$ cat config.mk
export PLATFORM = sky130hd
export DESIGN_NAME = cache_ctrl_assoc
export DESIGN_NICKNAME = d
export VERILOG_FILES = /design/src/rtl/cache_ctrl_pkg.sv /design/src/rtl/mem_return_pipe.sv /design/src/rtl/cache_ctrl_assoc.sv
export SDC_FILE = /design/constraint.sdc
export NUM_CORES = 1
export LEC_CHECK = 0
export CORE_MARGIN = 2
export CORE_UTILIZATION = 40
export CTS_CLUSTER_SIZE = 40
export DETAILED_ROUTE_END_ITERATION = 12
export GPL_ROUTABILITY_DRIVEN = 0
export PLACE_DENSITY = 0.68
export SLEW_MARGIN = 15
export SYNTH_ARGS = -nofsm -noshare
export SYNTH_HDL_FRONTEND = slang
export SYNTH_SLANG_ARGS = --single-unit
$ cat constraint.sdc
create_clock -name clk -period 3.1 [get_ports clk]
set_clock_uncertainty 0.1 [all_clocks]
set_input_delay 0.31 -clock clk [delete_from_list [all_inputs] [get_ports clk]]
set_output_delay 0.31 -clock clk [all_outputs]
set_load 0.03 [all_outputs]
$ cat src/rtl/cache_ctrl_pkg.sv
// rtl/cache_ctrl_pkg.sv - state encoding and helper functions for the set-associative cache controller
package cache_ctrl_pkg;

    localparam logic [2:0] ST_IDLE  = 3'd0;
    localparam logic [2:0] ST_WB    = 3'd1;
    localparam logic [2:0] ST_FILL  = 3'd2;
    localparam logic [2:0] ST_DRAIN = 3'd3;
    localparam logic [2:0] ST_DONE  = 3'd4;

    typedef enum logic [2:0] {
        S_IDLE  = ST_IDLE,
        S_WB    = ST_WB,
        S_FILL  = ST_FILL,
        S_DRAIN = ST_DRAIN,
        S_DONE  = ST_DONE
    } state_t;

    function automatic int way_w(input int ways);
        return (ways > 1) ? $clog2(ways) : 1;
    endfunction

    function automatic int off_w(input int words);
        return (words > 1) ? $clog2(words) : 1;
    endfunction

    function automatic logic [31:0] onehot32(input int idx);
        return 32'd1 << idx;
    endfunction

    // Lowest index i < n with v[i] == 0, or -1 when none.
    function automatic int first_zero(input logic [31:0] v, input int n);
        int r;
        r = -1;
        for (int i = 31; i >= 0; i--) begin
            if (i < n && !v[i]) r = i;
        end
        return r;
    endfunction

endpackage

$ cat src/rtl/mem_return_pipe.sv
// rtl/mem_return_pipe.sv - fixed-depth shift register tracking in-flight memory read returns
module mem_return_pipe #(
    parameter int DEPTH = 2,
    parameter int OFF_W = 2
) (
    input  logic             clk,
    input  logic             rst,
    input  logic             clr,
    input  logic             in_vld,
    input  logic [OFF_W-1:0] in_off,
    output logic             head_vld,
    output logic [OFF_W-1:0] head_off
);

    logic [DEPTH-1:0] vld;
    logic [OFF_W-1:0] off [DEPTH];

    always_ff @(posedge clk) begin
        if (!rst || clr) begin
            vld <= '0;
        end else begin
            vld[0] <= in_vld;
            for (int i = 1; i < DEPTH; i++) vld[i] <= vld[i-1];
        end
    end

    // Offsets only matter while their valid bit is set, so they need no clear.
    always_ff @(posedge clk) begin
        off[0] <= in_off;
        for (int i = 1; i < DEPTH; i++) off[i] <= off[i-1];
    end

    assign head_vld = vld[DEPTH-1];
    assign head_off = off[DEPTH-1];

endmodule

$ cat src/rtl/cache_ctrl_assoc.sv
// rtl/cache_ctrl_assoc.sv - N-way set-associative write-back cache controller with pipelined line fill
// Optional CACHE_CTRL_STATS_EN adds saturating hit/miss/write-back counter ports.
module cache_ctrl_assoc
    import cache_ctrl_pkg::*;
#(
    parameter int WAYS    = 2,
    parameter int WORDS   = 4,
    parameter int MEM_LAT = 2,
    localparam int WAY_W  = way_w(WAYS),
    localparam int OFF_W  = off_w(WORDS)
) (
    input  logic             clk,
    input  logic             rst,
    input  logic             rd,
    input  logic             wr,
    input  logic [WAYS-1:0]  hit,
    input  logic [WAYS-1:0]  valid,
    input  logic [WAYS-1:0]  dirty,
    input  logic             mem_stall,
    output logic             stall,
    output logic             done,
    output logic             cache_hit,
    output logic             err,
    output logic             comp,
    output logic             cache_wr,
    output logic             valid_in,
    output logic [WAYS-1:0]  way_sel,
    output logic [OFF_W-1:0] cache_off,
    output logic             cache_src,
    output logic             mem_wr,
    output logic             mem_rd,
    output logic [OFF_W-1:0] mem_off,
    output logic             mem_tag_sel
`ifdef CACHE_CTRL_STATS_EN
    ,
    output logic [31:0]      hit_cnt,
    output logic [31:0]      miss_cnt,
    output logic [31:0]      wb_cnt_tot
`endif
);

    state_t           state, state_nx;
    logic [WAY_W-1:0] victim, vic_comb, rr_ptr;
    logic [OFF_W-1:0] wb_cnt, iss_cnt;
    logic [OFF_W:0]   ret_cnt;
    logic [WAYS-1:0]  hv, victim_oh;
    logic             req, both, one_hit, multi_hit, vic_dirty;
    logic             head_vld, pipe_in_vld;
    logic [OFF_W-1:0] head_off;
    logic             wb_last, iss_last, ret_last, ret_now;
    int               fz;

    assign hv        = hit & valid;
    assign req       = rd | wr;
    assign both      = rd & wr;
    assign one_hit   = $onehot(hv);
    assign multi_hit = (hv != '0) && !one_hit;
    assign victim_oh = WAYS'(onehot32(int'(victim)));
    assign wb_last   = (wb_cnt == OFF_W'(WORDS - 1));
    assign iss_last  = (iss_cnt == OFF_W'(WORDS - 1));
    assign ret_last  = (ret_cnt == (OFF_W + 1)'(WORDS - 1));
    assign ret_now   = head_vld && (state == S_FILL || state == S_DRAIN);
    assign pipe_in_vld = (state == S_FILL) && !mem_stall;

    // Prefer an empty way; only evict round-robin when the set is full.
    always_comb begin
        fz        = first_zero(32'(valid), WAYS);
        vic_comb  = (fz < 0) ? rr_ptr : WAY_W'(fz);
        vic_dirty = dirty[vic_comb] & valid[vic_comb];
    end

    mem_return_pipe #(
        .DEPTH (MEM_LAT),
        .OFF_W (OFF_W)
    ) u_ret_pipe (
        .clk      (clk),
        .rst      (rst),
        .clr      (state == S_IDLE),
        .in_vld   (pipe_in_vld),
        .in_off   (iss_cnt),
        .head_vld (head_vld),
        .head_off (head_off)
    );

    always_comb begin
        state_nx    = state;
        stall       = 1'b0;
        done        = 1'b0;
        cache_hit   = 1'b0;
        err         = 1'b0;
        comp        = 1'b0;
        cache_wr    = 1'b0;
        valid_in    = 1'b0;
        way_sel     = '0;
        cache_off   = '0;
        cache_src   = 1'b0;
        mem_wr      = 1'b0;
        mem_rd      = 1'b0;
        mem_off     = '0;
        mem_tag_sel = 1'b0;
        case (state)
            S_IDLE: begin
                if (both) begin
                    err = 1'b1;
                end else if (req) begin
                    comp    = 1'b1;
                    way_sel = hv;
                    if (one_hit) begin
                        cache_hit = 1'b1;
                        done      = 1'b1;
                        cache_wr  = wr;
                    end else begin
                        stall    = 1'b1;
                        err      = multi_hit;
                        state_nx = vic_dirty ? S_WB : S_FILL;
                    end
                end
            end
            S_WB: begin
                stall       = 1'b1;
                mem_wr      = 1'b1;
                mem_tag_sel = 1'b1;
                way_sel     = victim_oh;
                mem_off     = wb_cnt;
                cache_off   = wb_cnt;
                if (!mem_stall && wb_last) state_nx = S_FILL;
            end
            S_FILL: begin
                stall   = 1'b1;
                mem_rd  = 1'b1;
                mem_off = iss_cnt;
                if (!mem_stall && iss_last) state_nx = S_DRAIN;
            end
            S_DRAIN: begin
                stall = 1'b1;
                if (head_vld && ret_last) state_nx = S_DONE;
            end
            S_DONE: begin
                stall    = 1'b1;
                comp     = 1'b1;
                way_sel  = victim_oh;
                cache_wr = wr;
                done     = 1'b1;
                state_nx = S_IDLE;
            end
            default: state_nx = S_IDLE;
        endcase
        // Returning fill words land in the victim line regardless of issue progress.
        if (ret_now) begin
            cache_wr  = 1'b1;
            cache_src = 1'b1;
            valid_in  = 1'b1;
            cache_off = head_off;
            way_sel   = victim_oh;
        end
    end

    always_ff @(posedge clk) begin
        if (!rst) begin
            state   <= S_IDLE;
            victim  <= '0;
            rr_ptr  <= '0;
            wb_cnt  <= '0;
            iss_cnt <= '0;
            ret_cnt <= '0;
        end else begin
            state <= state_nx;
            if (state == S_IDLE && state_nx != S_IDLE) victim <= vic_comb;
            if (state == S_DONE)
                rr_ptr <= (32'(rr_ptr) == WAYS - 1) ? '0 : rr_ptr + 1'b1;

            if (state_nx == S_WB && state != S_WB) wb_cnt <= '0;
            else if (state == S_WB && !mem_stall) wb_cnt <= wb_cnt + 1'b1;

            if (state_nx == S_FILL && state != S_FILL) begin
                iss_cnt <= '0;
                ret_cnt <= '0;
            end else begin
                if (pipe_in_vld) iss_cnt <= iss_cnt + 1'b1;
                if (ret_now) ret_cnt <= ret_cnt + 1'b1;
            end
        end
    end

`ifdef CACHE_CTRL_STATS_EN
    always_ff @(posedge clk) begin
        if (!rst) begin
            hit_cnt    <= '0;
            miss_cnt   <= '0;
            wb_cnt_tot <= '0;
        end else begin
            if (state == S_IDLE && req && !both && one_hit && hit_cnt != '1)
                hit_cnt <= hit_cnt + 1'b1;
            if (state == S_DONE && miss_cnt != '1)
                miss_cnt <= miss_cnt + 1'b1;
            if (state == S_WB && state_nx == S_FILL && wb_cnt_tot != '1)
                wb_cnt_tot <= wb_cnt_tot + 1'b1;
        end
    end
`endif

endmodule

==> flow_metrics.env <==
export IMPL_drv_slew=0
export IMPL_grt_usage_pct=14.5
export IMPL_io_buffers=27
export IMPL_hold_buffers=0
export IMPL_ctsResizeCount=0
export IMPL_avgSynthCellArea_um2=9.19
export IMPL_nets=161
export IMPL_synth_top_area_share_pct=33.8
export IMPL_initial_core_util_pct=42.6
export IMPL_fp_coreArea_um2=2500
export IMPL_drc=0
export IMPL_synth_edf_count=0
export IMPL_wl_um=2020
export IMPL_hp_class="reg2reg"
export IMPL_cp_required_ns=2.69
export IMPL_tritoncts="done"
export IMPL_power_leakage_nw=0.534
export IMPL_drt_iter0_markers=8
export IMPL_grt_antenna_before_repair=0
export IMPL_dieWidth_um=55.6
export IMPL_status="finished clean"
export IMPL_ant_nets=0
export IMPL_yosysTopAreaCell="dfxtp_1"
export IMPL_yosysSeqAreaShare_pct=33.8
export IMPL_dp_hpwl_um=1640
export IMPL_io_pins=28
export IMPL_period_needed_ns=2.90
export IMPL_crit_type="in2out"
export IMPL_die_area_um2=3090
export IMPL_setup_viol=0
export IMPL_ys_flop_type="dfxtp_1"
export IMPL_grt_first_pass_wirelength_um=3690
export IMPL_synthArstFlopShare_pct=0
export IMPL_min_delay_start="u_ret_pipe.off[0][1]"
export IMPL_slew_headroom_pct=70.2
export IMPL_ys_ff_latch=18
export IMPL_htreeDepth=1
export IMPL_synthTopCellsByArea="dfxtp_1, ha_1, buf_6, nor2_1, xnor2_1"
export IMPL_peakVddDrop_v=0.000327
export IMPL_maxCapViolCount=0
export IMPL_r2r_start="state[1]"
export IMPL_drive_above_1_share_pct=11.3
export IMPL_rows=18
export IMPL_finalCoreUtilization_pct=53.8
export IMPL_clkLatencyLatePin_ns=0.28
export IMPL_setup_worst_path_start_class="input pin"
export IMPL_grt_setup_unrepaired="false"
export IMPL_syn_nets=134
export IMPL_finalHoldViolCount=0
export IMPL_grt_max_degree=12
export IMPL_tightest_slew_ns=0.446
export IMPL_fillers=235
export IMPL_syn_to_final_growth_pct=26.1
export IMPL_diodes=0
export IMPL_clkSlewWorstSetupHoldPaths_ns=0.09
export IMPL_cts_buffers=3
export IMPL_vias=875
export IMPL_clock_path_buffers=2
export IMPL_setup_tns_ns=0
export IMPL_post_cts_setup_buffers=0
export IMPL_yosys_cell_count_top_type="dfxtp_1"
export IMPL_wl_per_cell_um=11.8
export IMPL_fmax_mhz=345
export IMPL_power_density_nw_per_um2=361
export IMPL_die_height_um=55.6
export IMPL_synth_commonest_cells="dfxtp_1, nor2_1, inv_1"
export IMPL_fin_crit_sh_pct=93.5
export IMPL_synth_warnings=0
export IMPL_syn_area_um2=1070
export IMPL_syn_inst=116
export IMPL_clockRootBuffer="clkbuf_4"
export IMPL_drt_pass1_iter_count=4
export IMPL_startpoint="valid[1]"
export IMPL_end_kind="output pin"
export IMPL_crit_fanout=3
export IMPL_via_per_inst=5.12
export IMPL_cts_sinks=18
export IMPL_cp_arrival_ns=2.49
export IMPL_grt_overflow_total=0
export IMPL_yosysUniqueCellTypes=39
export IMPL_grt_pass1_vias=863
==> kinds of logic after synthesis <==
kind of cell | count (synthesis) | synth area share, %
buffers and inverters | 14 | 8.45
XOR/XNOR | 5 | 4.11
flip-flops | 18 | 33.8
multiplexers | 4 | 3.76
adder cells (fa/ha/maj) | 7 | 8.22
AO/OA/AOI/OAI | 19 | 13.4
AND/OR/NAND/NOR | 49 | 28.3
==> cell type report <==
cell class,count,area (um2),share of cell area (%)
multi-input combinational,84,616,45.8
timing repair buffer,28,278,20.7
inverter,8,30.0,2.23
tap,30,37.5,2.79
clock buffer,3,22.5,1.68
sequential,18,360,26.8
==> path summary, 6_finish.rpt <==
| check | to | cells after the start | slack (ns) |
|---|---|---|---|
| hold / removal | u_ret_pipe.off[0][3] | 0 | 0.24 |
| setup reg to reg | ret_cnt[1] | 4 | 1.51 |
| setup / recovery | stall | 7 | 0.20 |
| hold reg to reg | u_ret_pipe.off[0][3] | 0 | 0.24 |
==> critical path, cell delays in order <==
cell,delay (ns)
clkdlybuf4s50_1,0.44
and2_1,0.19
ha_1,0.29
nor3_1,0.35
nand2_2,0.12
o21ai_0,0.09
clkdlybuf4s50_1,0.69
==> power breakdown <==
part           switching, mW  internal [mW]  total, mW
combinational         0.0711         0.0594      0.130
sequential            0.0101          0.238      0.248
clock                 0.0615         0.0450      0.106
==> registers in the layout, indices dropped and copies added, names as in the netlist <==
name,flops
rr_ptr,1
u_ret_pipe.vld,2
ret_cnt,3
u_ret_pipe.off,4
wb_cnt,2
state,3
victim,1
iss_cnt,2
==> routing by layer <==
| metal | vias up | track usage (%) | part of all wire (%) |
|---|---|---|---|
| met4 | 0 | 5.23 | 0.40 |
| met3 | 2 | 2.09 | 4.7 |
| met5 | - | 0 | 0 |
| met2 | 24 | 25.3 | 50 |
| li1 | 453 | - | - |
| met1 | 396 | 17.9 | 45 |
==> metrics by stage <==
step / hold WS [ns] / power (mW) / instances / cell area (um2) / setup WS (ns)
2_1_floorplan: 0.210 / 0.337 / 116 / 1070 / 1.09
3_3_place_gp: 0.213 / 0.384 / 168 / 1320 / 0.228
3_5_place_dp: 0.218 / 0.385 / 168 / 1320 / 0.185
4_1_cts: 0.240 / 0.492 / 171 / 1340 / 0.185
5_1_grt: 0.243 / 0.512 / 171 / 1340 / 0.0693
6_report: 0.235 / 0.485 / 171 / 1340 / 0.200
==> cells in the final DEF, fill, tap and decap left out, types with 3 or more instances in the layout <==
| cell | Yosys | layout |
|---|---|---|
| inv_1 | 8 | 8 |
| xnor2_1 | 5 | 5 |
| ha_1 | 7 | 7 |
| nor3_2 | 3 | 3 |
| and2_1 | 3 | 3 |
| a21oi_1 | 4 | 4 |
| dfxtp_1 | 18 | 18 |
| nor2b_1 | 3 | 3 |
| mux2i_1 | 4 | 4 |
| clkdlybuf4s50_1 | 0 | 27 |
| nor2_1 | 12 | 12 |
| nor3_1 | 5 | 5 |
| nand2_1 | 6 | 6 |
| clkbuf_4 | 0 | 3 |
Note: power is estimated with default switching activity, not from simulation.
